<file path="src/rtl/irq_pkg.sv">
// Shared constants and state encoding for the pending-interrupt encoder.
package irq_pkg;

  localparam int N_SRC = 11;
  localparam int ID_W  = 4;

  typedef enum logic [1:0] {
    ST_IDLE    = 2'd0,
    ST_REQ     = 2'd1,
    ST_SERVICE = 2'd2
  } irq_state_e;

  // Decodes a source index into a per-source bit vector; out-of-range ids give zero.
  function automatic logic [N_SRC-1:0] src_onehot(input logic [ID_W-1:0] id);
    src_onehot = '0;
    for (int i = 0; i < N_SRC; i++)
      if (id == ID_W'(i)) src_onehot[i] = 1'b1;
  endfunction

endpackage

</file>
<file path="src/rtl/irq_prio_enc.sv">
// Fixed-priority winner select: lowest set index wins.
module irq_prio_enc
  import irq_pkg::*;
(
  input  logic [N_SRC-1:0] i_req,
  output logic             o_valid,
  output logic [ID_W-1:0]  o_idx
);

  always_comb begin
    o_valid = |i_req;
    o_idx   = '0;
    // Scan high to low so the last hit (lowest index) sticks.
    for (int i = N_SRC - 1; i >= 0; i--)
      if (i_req[i]) o_idx = ID_W'(i);
  end

endmodule

</file>
<file path="src/rtl/irq_pending_encoder.sv">
// Interrupt pending register with edge/level sources, priority select and
// a non-nesting IDLE/REQ/SERVICE handshake toward the CPU.
module irq_pending_encoder
  import irq_pkg::*;
#(
  parameter logic [N_SRC-1:0] POLARITY_MASK = 11'h000,
  parameter logic [N_SRC-1:0] EDGE_MASK     = 11'h7FF
) (
  input  logic             Clock,
  input  logic             Reset_n,
  input  logic [N_SRC-1:0] Irq_In,
  input  logic [N_SRC-1:0] Irq_Mask,
  input  logic             Int_En,
  input  logic             Ack,
  input  logic             Eret,
  output logic             Irq_Req,
  output logic [ID_W-1:0]  Irq_Id,
  output logic             Irq_Active,
  output logic [N_SRC-1:0] Pending
);

  logic [N_SRC-1:0] r_e;
  logic [N_SRC-1:0] r_eq;
  logic [N_SRC-1:0] r_pend;
  irq_state_e       r_state;
  logic [ID_W-1:0]  r_id;

  logic [N_SRC-1:0] w_edge;
  logic [N_SRC-1:0] w_clr;
  logic [N_SRC-1:0] w_pend_nxt;
  logic [N_SRC-1:0] w_pend;
  logic [N_SRC-1:0] w_cand;
  logic             w_cand_vld;
  logic [ID_W-1:0]  w_win;
  irq_state_e       w_state_nxt;
  logic [ID_W-1:0]  w_id_nxt;
  logic             w_ack_ok;

  // Input stage then one more stage for edge history: r_e is the registered e.
  always_ff @(posedge Clock or negedge Reset_n) begin
    if (!Reset_n) begin
      r_e  <= '0;
      r_eq <= '0;
    end else begin
      r_e  <= Irq_In ^ POLARITY_MASK;
      r_eq <= r_e;
    end
  end

  assign w_edge = r_e & ~r_eq;
  assign w_clr  = w_ack_ok ? (src_onehot(r_id) & EDGE_MASK) : '0;

  // A new edge in the clearing cycle wins over the clear.
  for (genvar g = 0; g < N_SRC; g++) begin : g_src
    if (EDGE_MASK[g]) begin : g_edge
      assign w_pend_nxt[g] = w_edge[g] | (r_pend[g] & ~w_clr[g]);
      assign w_pend[g]     = r_pend[g];
    end else begin : g_level
      assign w_pend_nxt[g] = 1'b0;
      assign w_pend[g]     = r_e[g];
    end
  end

  always_ff @(posedge Clock or negedge Reset_n) begin
    if (!Reset_n) r_pend <= '0;
    else          r_pend <= w_pend_nxt;
  end

  assign w_cand = w_pend & Irq_Mask;

  irq_prio_enc u_prio (
    .i_req   (w_cand),
    .o_valid (w_cand_vld),
    .o_idx   (w_win)
  );

  always_ff @(posedge Clock or negedge Reset_n) begin
    if (!Reset_n) begin
      r_state <= ST_IDLE;
      r_id    <= '0;
    end else begin
      r_state <= w_state_nxt;
      r_id    <= w_id_nxt;
    end
  end

  // Id is latched only on IDLE->REQ and frozen until the next request.
  always_comb begin
    w_state_nxt = r_state;
    w_id_nxt    = r_id;
    w_ack_ok    = 1'b0;
    case (r_state)
      ST_IDLE: begin
        if (Int_En && w_cand_vld) begin
          w_state_nxt = ST_REQ;
          w_id_nxt    = w_win;
        end
      end
      ST_REQ: begin
        if (Ack) begin
          w_state_nxt = ST_SERVICE;
          w_ack_ok    = 1'b1;
        end
      end
      ST_SERVICE: begin
        if (Eret) w_state_nxt = ST_IDLE;
      end
      default: w_state_nxt = ST_IDLE;
    endcase
  end

  assign Irq_Req    = (r_state == ST_REQ);
  assign Irq_Active = (r_state == ST_SERVICE);
  assign Irq_Id     = r_id;
  assign Pending    = w_pend;

endmodule

</file>
<file path="config.mk">
export PLATFORM = sky130hd
export DESIGN_NAME = irq_pending_encoder
export DESIGN_NICKNAME = d
export VERILOG_FILES = /design/src/rtl/irq_pkg.sv /design/src/rtl/irq_prio_enc.sv /design/src/rtl/irq_pending_encoder.sv
export SDC_FILE = /design/constraint.sdc
export NUM_CORES = 1
export LEC_CHECK = 0
export ABC_AREA = 1
export CORE_MARGIN = 10
export CORE_UTILIZATION = 40
export CTS_CLUSTER_DIAMETER = 100
export DETAILED_ROUTE_END_ITERATION = 8
export GPL_ROUTABILITY_DRIVEN = 0
export PLACE_DENSITY_LB_ADDON = 0.1
export SYNTH_ARGS = -nofsm -noshare
export SYNTH_HDL_FRONTEND = slang
export SYNTH_SLANG_ARGS = --single-unit
</file>
<file path="constraint.sdc">
create_clock -name Clock -period 1.6 [get_ports Clock]
set_input_delay 0.16 -clock Clock [delete_from_list [all_inputs] [get_ports Clock]]
set_output_delay 0.16 -clock Clock [all_outputs]
set_load 0.005 [all_outputs]
</file>
==> impl_metrics.py, run 1 <==
metrics = {
    "critical_path": {
        "cp_slowest_stage_delay_ns": 0.50,
        "r2r_start": "Pending[3]$_DFF_PN0_",
        "startpoint_type": "flop",
        "reg2regPathDepth": 10,
        "arrival_ns": 1.34,
        "cpMaxStageDelayCell": "clkdlybuf4s50_1",
        "path_delay_family": "buffers and inverters",
        "crit_required_ns": 1.44,
        "timing.rr.end": "Irq_Id[2]$_DFFE_PN0P_",
        "crit_chain": "nor2_1 -> clkdlybuf4s50_1",
        "critPathLaunch": "r_state[0]$_DFFE_PN0P_",
        "path_buf_inv": 1,
        "critPathCaptureType": "output pin",
        "critical_path_class": "reg2out",
        "cp_max_fo": 5,
        "r2r_setup_slack_ns": 0.33,
    },
    "timing": {
        "finalCritPeriodShare_pct": 93.5,
        "hold_viol": 0,
        "setup-violations-final": 0,
        "layout_min_cycle_time_ns": 1.50,
        "max_freq_ghz": 0.669,
        "slew_viol_final": 0,
        "rsz0062_at_grt": "no",
        "timing.hold.ws_ns": 0.308,
        "slew_headroom_pct": 68.7,
        "fin_skew_ns": 0.00334,
        "fin_tns_setup_ns": 0,
        "worst_pin_slew_ns": 0.469,
    },
    "synth": {
        "synth_edf_count": 0,
        "syn_area_um2": 1480,
        "synth_cell_types": 19,
        "syn-num-nets": 166,
        "syn_inst": 139,
        "synth_commonest_cells": "39 x dfrtp_1, 33 x nand2_1, 21 x o21ai_1, 18 x inv_1, 5 x o31ai_1",
        "yosys.area.top_type_share_pct": 66.0,
        "yosysMostFrequentCell": "dfrtp_1",
        "yosysSeqAreaShare_pct": 66.0,
        "ys_top_cells_by_area": "dfrtp_1 66%, nand2_1 8.4%, o21ai_1 7.1%",
        "ys_warn_count": 0,
        "synth_area_per_cell_um2": 10.6,
        "yosys.area.top_type": "dfrtp_1",
        "ys.flop_type": "dfrtp_1",
        "postSynth.asyncResetShare_pct": 100,
        "ys_ff_latch": 39,
    },
    "floorplan": {
        "row_count": 22,
        "initial_utilization_pct": 41.0,
        "die_w_um": 80.8,
        "core-area_um2": 3610,
        "io-pin-count": 44,
        "dieHeight_um": 80.8,
        "die_area_um2": 6530,
    },
    "finish": {
        "syn_to_final_growth_pct": 43.6,
        "antenna_cells": 0,
        "fin_nets": 222,
        "drive_gt1_share_pct": 14.4,
    },
    "clocking": {
        "clk_pin_slew_ns": 0.07,
        "cts_sinks": 39,
        "clock_path_buffers": 2,
        "cts-root-buf": "clkbuf_8",
        "cts_htree_levels": 2,
        "numCtsBuffers": 5,
        "cts_tree": "yes",
        "clk_latency_ns": 0.28,
    },
    "placement": {
        "hpwl_um": 2540,
        "io_buffers": 43,
    },
    "global_route": {
        "antenna_found_initial": 0,
        "grt_usage_pct": 10.7,
        "grt_pass1_vias": 1186,
        "globalRouteOverflowTotal": 0,
        "grt_start_max_net_pins": 22,
        "grt_pass1_wl_um": 5330,
    },
    "detailed_routing": {
        "via_count": 1083,
        "ant_nets": 0,
        "drt_iter0_markers": 70,
        "route.detailed.drc": 0,
        "wire_per_inst_um": 13.2,
        "firstDrtPassIters": 4,
        "finalWirelength_um": 3200,
        "avgViaCountPerCell": 4.46,
    },
    "pwr": {
        "power.leakage_nw": 0.965,
        "ir_worst_vdd_mv": 0.729,
        "netSwitchingFraction_pct": 30.2,
        "clkPwrFrac_pct": 27.2,
        "power_frac_seq_pct": 43.7,
        "power_switching_mw": 0.869,
        "combPwrFrac_pct": 29.1,
        "internal_power_mw": 2.01,
        "power-per-cell-area_nw_per_um2": 1360,
    },
    "min_path": {
        "holdPathEnd": "r_e[9]$_DFF_PN0_",
        "min_path_type": "in2reg",
        "hold_start": "Irq_In[9]",
        "holdPathStages": 1,
    },
    "status": {
        "status": "completed",
    },
    "run": {
        "maxCapViolCount": 0,
    },
}
per-layer routing:
| metal | wire [um] | GRT usage (%) | share of wire, % | up-vias |
|---|---|---|---|---|
| li1 | - | - | - | 559 |
| met3 | 236 | 4.64 | 7.4 | 4 |
| met2 | 1600 | 18.0 | 50 | 24 |
| met4 | 47 | 4.15 | 1.5 | 0 |
| met1 | 1320 | 11.8 | 41 | 496 |
| met5 | 0 | 0 | 0 | - |
flip-flops by register name, indices dropped and copies added, names as in the netlist:
register	flops
Pending	11
Irq_Id	4
r_state	2
r_e	11
r_eq	11
power groups by stage:
stage / registers [mW] / logic [mW] / clock network (mW)
after floorplan: 1.27 / 0.377 / 0
after global placement: 1.28 / 0.771 / 0
after detailed placement: 1.29 / 0.780 / 0
after CTS: 1.28 / 0.788 / 0.807
after global routing: 1.28 / 0.940 / 0.854
final: 1.26 / 0.837 / 0.784
logic make-up (layout without fill, tap and decap cells):
| logic type | after synthesis | after routing | synth area share [%] |
|---|---|---|---|
| AO/OA/AOI/OAI | 30 | 30 | 11.1 |
| flip-flops | 39 | 39 | 66.0 |
| AND/OR/NAND/NOR | 47 | 47 | 16.9 |
| buffers and inverters | 23 | 79 | 6.01 |
layout by cell type, fill, tap and decap left out, types with 2 or more instances in the layout:
| cell | n |
|---|---|
| inv_2 | 4 |
| clkbuf_8 | 5 |
| nand2_4 | 2 |
| nor2_1 | 2 |
| inv_1 | 18 |
| nand4_1 | 2 |
| nand3_4 | 2 |
| o21ai_1 | 21 |
| a21oi_1 | 3 |
| nand2_1 | 33 |
| o31ai_1 | 5 |
| clkdlybuf4s50_1 | 41 |
| dfrtp_1 | 37 |
| buf_4 | 5 |
| dfrtp_2 | 2 |
area by class of cell:
class | count | area, um^2
clock buffer | 5 | 68.8
sequential | 39 | 978
multi-input combinational | 77 | 413
inverter | 23 | 88.8
fill | 320 | 1480
clock inverter | 2 | 37.5
tap | 48 | 60.1
timing repair buffer | 49 | 475
worst max-delay path by stage:
stage                                  to  slack, ns  depth (start not counted)
detailed placement  Irq_Id[2]$_DFFE_PN0P_       0.15                         11
global placement    Irq_Id[2]$_DFFE_PN0P_       0.17                         11
global route                   Irq_Active       0.05                          2
finish                         Irq_Active       0.10                          2
floorplan           Irq_Id[2]$_DFFE_PN0P_       0.42                         10
CTS                               Irq_Req       0.02                          2
through the flow:
step,cells,power (mW),utilization [%],setup slack (ns),cell area (um^2)
after CTS,240,2.87,58.2,0.0173,2100
after global placement,232,2.05,54.9,0.171,1980
after detailed placement,232,2.07,54.9,0.150,1980
after global routing,243,3.07,58.8,0.0484,2120
final,243,2.88,58.8,0.104,2120
after floorplan,139,1.65,-,0.423,1480
repair_timing:
item,in CTS,in global routing
setup buffers,0,3
hold buffers,1,0
setup endpoints to repair,2,2
resized for setup,2,1
endpoints found under the hold margin,19,0
Note: power is estimated with default switching activity, not from simulation.
==> run 2, diff against run 1 <==
--- a/config.mk
+++ b/config.mk
@@ -11,6 +11,7 @@
 export CTS_CLUSTER_DIAMETER = 100
 export DETAILED_ROUTE_END_ITERATION = 8
 export GPL_ROUTABILITY_DRIVEN = 0
+export MAX_ROUTING_LAYER = met4
 export PLACE_DENSITY_LB_ADDON = 0.1
 export SYNTH_ARGS = -nofsm -noshare
 export SYNTH_HDL_FRONTEND = slang
==> run 2 against run 1 <==
Via count about the same. Global-route usage increased by 0.33 points. Routed wire length down 0.28%. Die area unchanged. Non-clock buffer count is the same. Critical path type unchanged. Critical endpoint unchanged. Largest power group unchanged. Highest routed layer unchanged.
==> impl_metrics.py, run 2 (synthesis results as in run 1) <==
metrics = {
    "critical_path": {
        "crit_required_ns": 1.44,
        "cp_slowest_stage_delay_ns": 0.50,
        "cp_max_fo": 5,
        "critical_path_class": "reg2out",
        "crit_chain": "nor2_1 -> clkdlybuf4s50_1",
        "critPathCaptureType": "output pin",
        "arrival_ns": 1.34,
        "cpMaxStageDelayCell": "clkdlybuf4s50_1",
        "startpoint_type": "flop",
        "path_delay_family": "buffers and inverters",
        "path_buf_inv": 1,
    },
    "floorplan": {
        "core-area_um2": 3610,
        "initial_utilization_pct": 41.0,
        "die_w_um": 80.8,
        "dieHeight_um": 80.8,
        "io-pin-count": 44,
        "die_area_um2": 6530,
        "row_count": 22,
    },
    "pwr": {
        "power_switching_mw": 0.864,
        "clkPwrFrac_pct": 27.2,
        "internal_power_mw": 2.01,
        "power-per-cell-area_nw_per_um2": 1350,
        "power_frac_seq_pct": 43.6,
        "ir_worst_vdd_mv": 0.729,
        "power.leakage_nw": 0.965,
        "netSwitchingFraction_pct": 30.1,
        "power_mw": 2.87,
        "combPwrFrac_pct": 29.1,
    },
    "clocking": {
        "numCtsBuffers": 5,
        "cts-root-buf": "clkbuf_8",
        "cts_tree": "yes",
        "cts_htree_levels": 2,
        "clock_path_buffers": 2,
        "clk_latency_ns": 0.28,
        "clk_pin_slew_ns": 0.07,
        "cts_sinks": 39,
    },
    "timing": {
        "timing.hold.ws_ns": 0.308,
        "slew_viol_final": 0,
        "finalCritPeriodShare_pct": 93.5,
        "worst_pin_slew_ns": 0.468,
        "fin_tns_setup_ns": 0,
        "rsz0062_at_grt": "no",
        "setup-violations-final": 0,
        "max_freq_ghz": 0.669,
        "finalWorstSetupSlack_ns": 0.104,
        "layout_min_cycle_time_ns": 1.50,
        "fin_skew_ns": 0.00317,
        "hold_viol": 0,
        "slew_headroom_pct": 68.8,
    },
    "detailed_routing": {
        "ant_nets": 0,
        "drt_iter0_markers": 70,
        "finalWirelength_um": 3190,
        "wire_per_inst_um": 13.1,
        "firstDrtPassIters": 4,
        "route.detailed.drc": 0,
        "via_count": 1084,
        "avgViaCountPerCell": 4.46,
    },
    "global_route": {
        "antenna_found_initial": 0,
        "grt_pass1_wl_um": 5340,
        "globalRouteOverflowTotal": 0,
        "grt_usage_pct": 11.1,
        "grt_pass1_vias": 1187,
        "grt_start_max_net_pins": 22,
    },
    "status": {
        "status": "completed",
    },
    "finish": {
        "fill_cells": 320,
        "fin_cells": 243,
        "layout_common_cells": "41 x clkdlybuf4s50_1, 37 x dfrtp_1, 33 x nand2_1, 21 x o21ai_1, 18 x inv_1",
        "layout_commonest_cell": "clkdlybuf4s50_1",
        "antenna_cells": 0,
        "syn_to_final_growth_pct": 43.6,
        "drive_gt1_share_pct": 14.4,
        "fin_nets": 222,
    },
    "min_path": {
        "min_path_type": "in2reg",
    },
    "placement": {
        "io_buffers": 43,
        "hpwl_um": 2540,
        "placed_cells": 232,
        "preCtsSetupSlack_ns": 0.150,
    },
    "run": {
        "maxCapViolCount": 0,
    },
}
## run 2: layout make-up
type                            count  area, um^2  share of cell area (%)
Sequential cell                    39         978                    46.1
Timing Repair Buffer               49         475                    22.4
Multi-Input combinational cell     77         413                    19.5
Inverter                           23        88.8                    4.19
Clock buffer                        5        68.8                    3.24
Tap cell                           48        60.1                    2.83
Clock inverter                      2        37.5                    1.77
## run 2: through the flow
stage / cell area, um^2 / util (%)
2_1_floorplan: 1480 / -
3_3_place_gp: 1980 / 54.9
3_5_place_dp: 1980 / 54.9
4_1_cts: 2100 / 58.2
5_1_grt: 2120 / 58.8
6_report: 2120 / 58.8
## run 2: path summary, 6_finish.rpt
path	start	to	slack [ns]	depth (start not counted)
worst max-delay path	r_state[0]$_DFFE_PN0P_	Irq_Active	0.10	2
worst min-delay path	Irq_In[9]	r_e[9]$_DFF_PN0_	0.31	1
worst max register to register	Pending[3]$_DFF_PN0_	Irq_Id[2]$_DFFE_PN0P_	0.33	10
worst min register to register	r_e[6]$_DFF_PN0_	r_eq[6]$_DFF_PN0_	0.37	0
max in group asynchronous	Reset_n	r_e[2]$_DFF_PN0_	0.73	3
min in group asynchronous	Reset_n	Pending[0]$_DFF_PN0_	0.36	2
## run 2: power groups by stage
stage          registers (mW)  clock network, mW  logic (mW)
2_1_floorplan            1.27                  0       0.377
5_1_grt                  1.28              0.854       0.940
6_report                 1.25              0.783       0.838
4_1_cts                  1.28              0.807       0.788
3_5_place_dp             1.29                  0       0.780
3_3_place_gp             1.28                  0       0.771
## run 2: worst reg2reg max path: stages, from the launching register on
cell and delay, ns:
dfrtp_1 0.40, nand2_1 0.09, nand2_1 0.08, inv_1 0.05, nand2_1 0.07, nor2_2 0.13, nand2_2 0.08, nand2_4 0.09
inv_2 0.05, nand3b_1 0.06, o21ai_1 0.06
## run 2: routing by layer
| metal | global-route usage [%] | part of all wire, % | vias to the layer above |
|---|---|---|---|
| met1 | 11.9 | 42 | 497 |
| met2 | 18.0 | 50 | 24 |
| met5 | - | 0 | - |
| met4 | 4.15 | 1.4 | 0 |
| met3 | 4.42 | 6.6 | 4 |
| li1 | - | - | 559 |
## run 2: timing repair
item | in CTS | in global routing
endpoints found under the hold margin | 19 | 0
hold buffers | 1 | 0
endpoints found under the setup margin | 2 | 2
buffers inserted | 0 | 3
cloned | 0 | 0
pin swaps | 0 | 0
gates resized for setup | 2 | 1
==> run 3, diff against run 2 <==
--- a/config.mk
+++ b/config.mk
@@ -7,7 +7,7 @@
 export LEC_CHECK = 0
 export ABC_AREA = 1
 export CORE_MARGIN = 10
-export CORE_UTILIZATION = 40
+export CORE_UTILIZATION = 35
 export CTS_CLUSTER_DIAMETER = 100
 export DETAILED_ROUTE_END_ITERATION = 8
 export GPL_ROUTABILITY_DRIVEN = 0
==> constraint.sdc (replaced) <==
create_clock -name Clock -period 1.6 [get_ports Clock]
set_input_delay 0.16 -clock Clock [delete_from_list [all_inputs] [get_ports Clock]]
set_output_delay 0.16 -clock Clock [all_outputs]
set_load 0.01 [all_outputs]
==> run 3 against run 2 <==
Combinational power rose by 6.2%. Global-route usage shrank 0.89 points. Largest cell class unchanged. Via count is 5.1% higher. Largest power group unchanged. Utilization fell by 5.8 points. Die area increased by 11%. Critical path type unchanged. Fmax down 3.9%.
==> impl_metrics.py, run 3 (synthesis results as in run 1) <==
metrics = {
    "pwr": {
        "power_mw": 2.97,
        "ir_worst_vdd_mv": 0.668,
        "power-per-cell-area_nw_per_um2": 1390,
        "power.leakage_nw": 0.967,
    },
    "critical_path": {
        "reg2regPathDepth": 10,
        "cp_max_fo": 5,
        "path_delay_family": "buffers and inverters",
        "cp_slowest_stage_delay_ns": 0.55,
        "crit_required_ns": 1.44,
        "path_buf_inv": 2,
        "cpMaxStageDelayCell": "clkdlybuf4s50_1",
        "timing.rr.end": "Irq_Id[2]$_DFFE_PN0P_",
        "critical_path_class": "reg2out",
        "crit_chain": "inv_1 -> nor2_1 -> clkdlybuf4s50_1",
        "critPathLaunch": "r_state[1]$_DFFE_PN0P_",
        "startpoint_type": "flop",
        "r2r_setup_slack_ns": 0.29,
        "r2r_start": "Pending[3]$_DFF_PN0_",
        "critPathCaptureType": "output pin",
        "arrival_ns": 1.40,
    },
    "timing": {
        "slew_viol_final": 0,
        "max_freq_ghz": 0.642,
        "setup-violations-final": 0,
        "worst_pin_slew_ns": 0.446,
        "timing.hold.ws_ns": 0.306,
        "layout_min_cycle_time_ns": 1.56,
        "hold_viol": 0,
        "finalWorstSetupSlack_ns": 0.0435,
        "fin_tns_setup_ns": 0,
        "rsz0062_at_grt": "no",
        "slew_headroom_pct": 70.3,
        "finalCritPeriodShare_pct": 97.3,
        "fin_skew_ns": 0.00392,
    },
    "placement": {
        "io_buffers": 43,
        "hpwl_um": 2780,
        "placed_cells": 233,
        "preCtsSetupSlack_ns": 0.113,
    },
    "detailed_routing": {
        "finalWirelength_um": 3450,
        "drt_iter0_markers": 44,
        "avgViaCountPerCell": 4.65,
        "firstDrtPassIters": 4,
        "ant_nets": 0,
        "route.detailed.drc": 0,
        "wire_per_inst_um": 14.1,
        "via_count": 1139,
    },
    "finish": {
        "layout_common_cells": "41 x clkdlybuf4s50_1, 38 x dfrtp_1, 33 x nand2_1, 21 x o21ai_1, 18 x inv_1",
        "fin_nets": 221,
        "fill_cells": 374,
        "syn_to_final_growth_pct": 44.5,
        "drive_gt1_share_pct": 13.8,
        "layout_commonest_cell": "clkdlybuf4s50_1",
        "fin_cells": 245,
        "antenna_cells": 0,
    },
    "min_path": {
        "hold_start": "Irq_In[0]",
        "min_path_type": "in2reg",
        "holdPathStages": 1,
        "holdPathEnd": "r_e[0]$_DFF_PN0_",
    },
    "global_route": {
        "antenna_found_initial": 0,
        "grt_start_max_net_pins": 23,
        "grt_usage_pct": 10.2,
        "grt_pass1_wl_um": 5770,
        "grt_pass1_vias": 1267,
        "globalRouteOverflowTotal": 0,
    },
    "clocking": {
        "numCtsBuffers": 5,
        "clock_path_buffers": 2,
        "clk_pin_slew_ns": 0.07,
        "clk_latency_ns": 0.28,
        "cts_tree": "yes",
        "cts_sinks": 39,
        "cts-root-buf": "clkbuf_8",
        "cts_htree_levels": 2,
    },
    "floorplan": {
        "dieHeight_um": 85.0,
        "die_area_um2": 7220,
        "core-area_um2": 4030,
        "initial_utilization_pct": 36.7,
        "die_w_um": 85.0,
        "row_count": 23,
        "io-pin-count": 44,
    },
    "run": {
        "maxCapViolCount": 0,
    },
    "status": {
        "status": "completed",
    },
}
-- run 3: changes by cell type in the layout (fill, tap and decap cells not counted), sizes merged --
cell,before,now
buf,6,5
clkbuf,5,6
clkinv,0,1
clkinvlp,1,0
dlygate4sd2,0,1
dlymetal6s2s,1,0
-- run 3: layout make-up --
cell class	instances	area, um^2	share of cell area, %
flip-flops and latches	39	977	45.8
repair buffers	48	477	22.3
clock inverters	2	35.0	1.64
inverters	23	88.8	4.16
multi-input cells	77	413	19.3
clock buffers	6	82.6	3.87
well taps	50	62.6	2.93
-- run 3: metrics by stage --
stage	util (%)	instance area, um^2
floorplan	-	1480
global placement	49.3	1990
detailed placement	49.3	1990
CTS	52.6	2120
global route	53.0	2140
finish	53.0	2140
-- run 3: what timing repair did --
item,4_1_cts,5_1_grt
gates resized for setup,2,0
hold endpoints to repair,17,0
hold buffers,1,0
gates cloned,0,0
setup buffers,1,2
endpoints found under the setup margin,2,1
-- run 3: routing by layer --
metal  track usage (%)  up-vias  share of wire, %
li1                  -      555                 -
met1              10.2      543                42
met2              17.6       35                50
met3              4.21        6               6.7
met4              3.14        0               1.2
met5                 -        -                 0
-- run 3: worst max-delay path by stage --
stage | end | slack [ns] | depth (start not counted)
5_1_grt | Irq_Active | 0.006 | 3
3_3_place_gp | Irq_Id[2]$_DFFE_PN0P_ | 0.16 | 11
6_report | Irq_Active | 0.04 | 3
2_1_floorplan | Irq_Id[2]$_DFFE_PN0P_ | 0.39 | 10
4_1_cts | Irq_Active | 0.008 | 3
3_5_place_dp | Irq_Id[2]$_DFFE_PN0P_ | 0.11 | 11
-- run 3: power breakdown --
group / leakage [nW] / total, mW / internal (mW) / switching (mW)
clock network: 0.0612 / 0.825 / 0.504 / 0.321
registers: 0.431 / 1.26 / 1.13 / 0.134
logic: 0.475 / 0.890 / 0.423 / 0.466
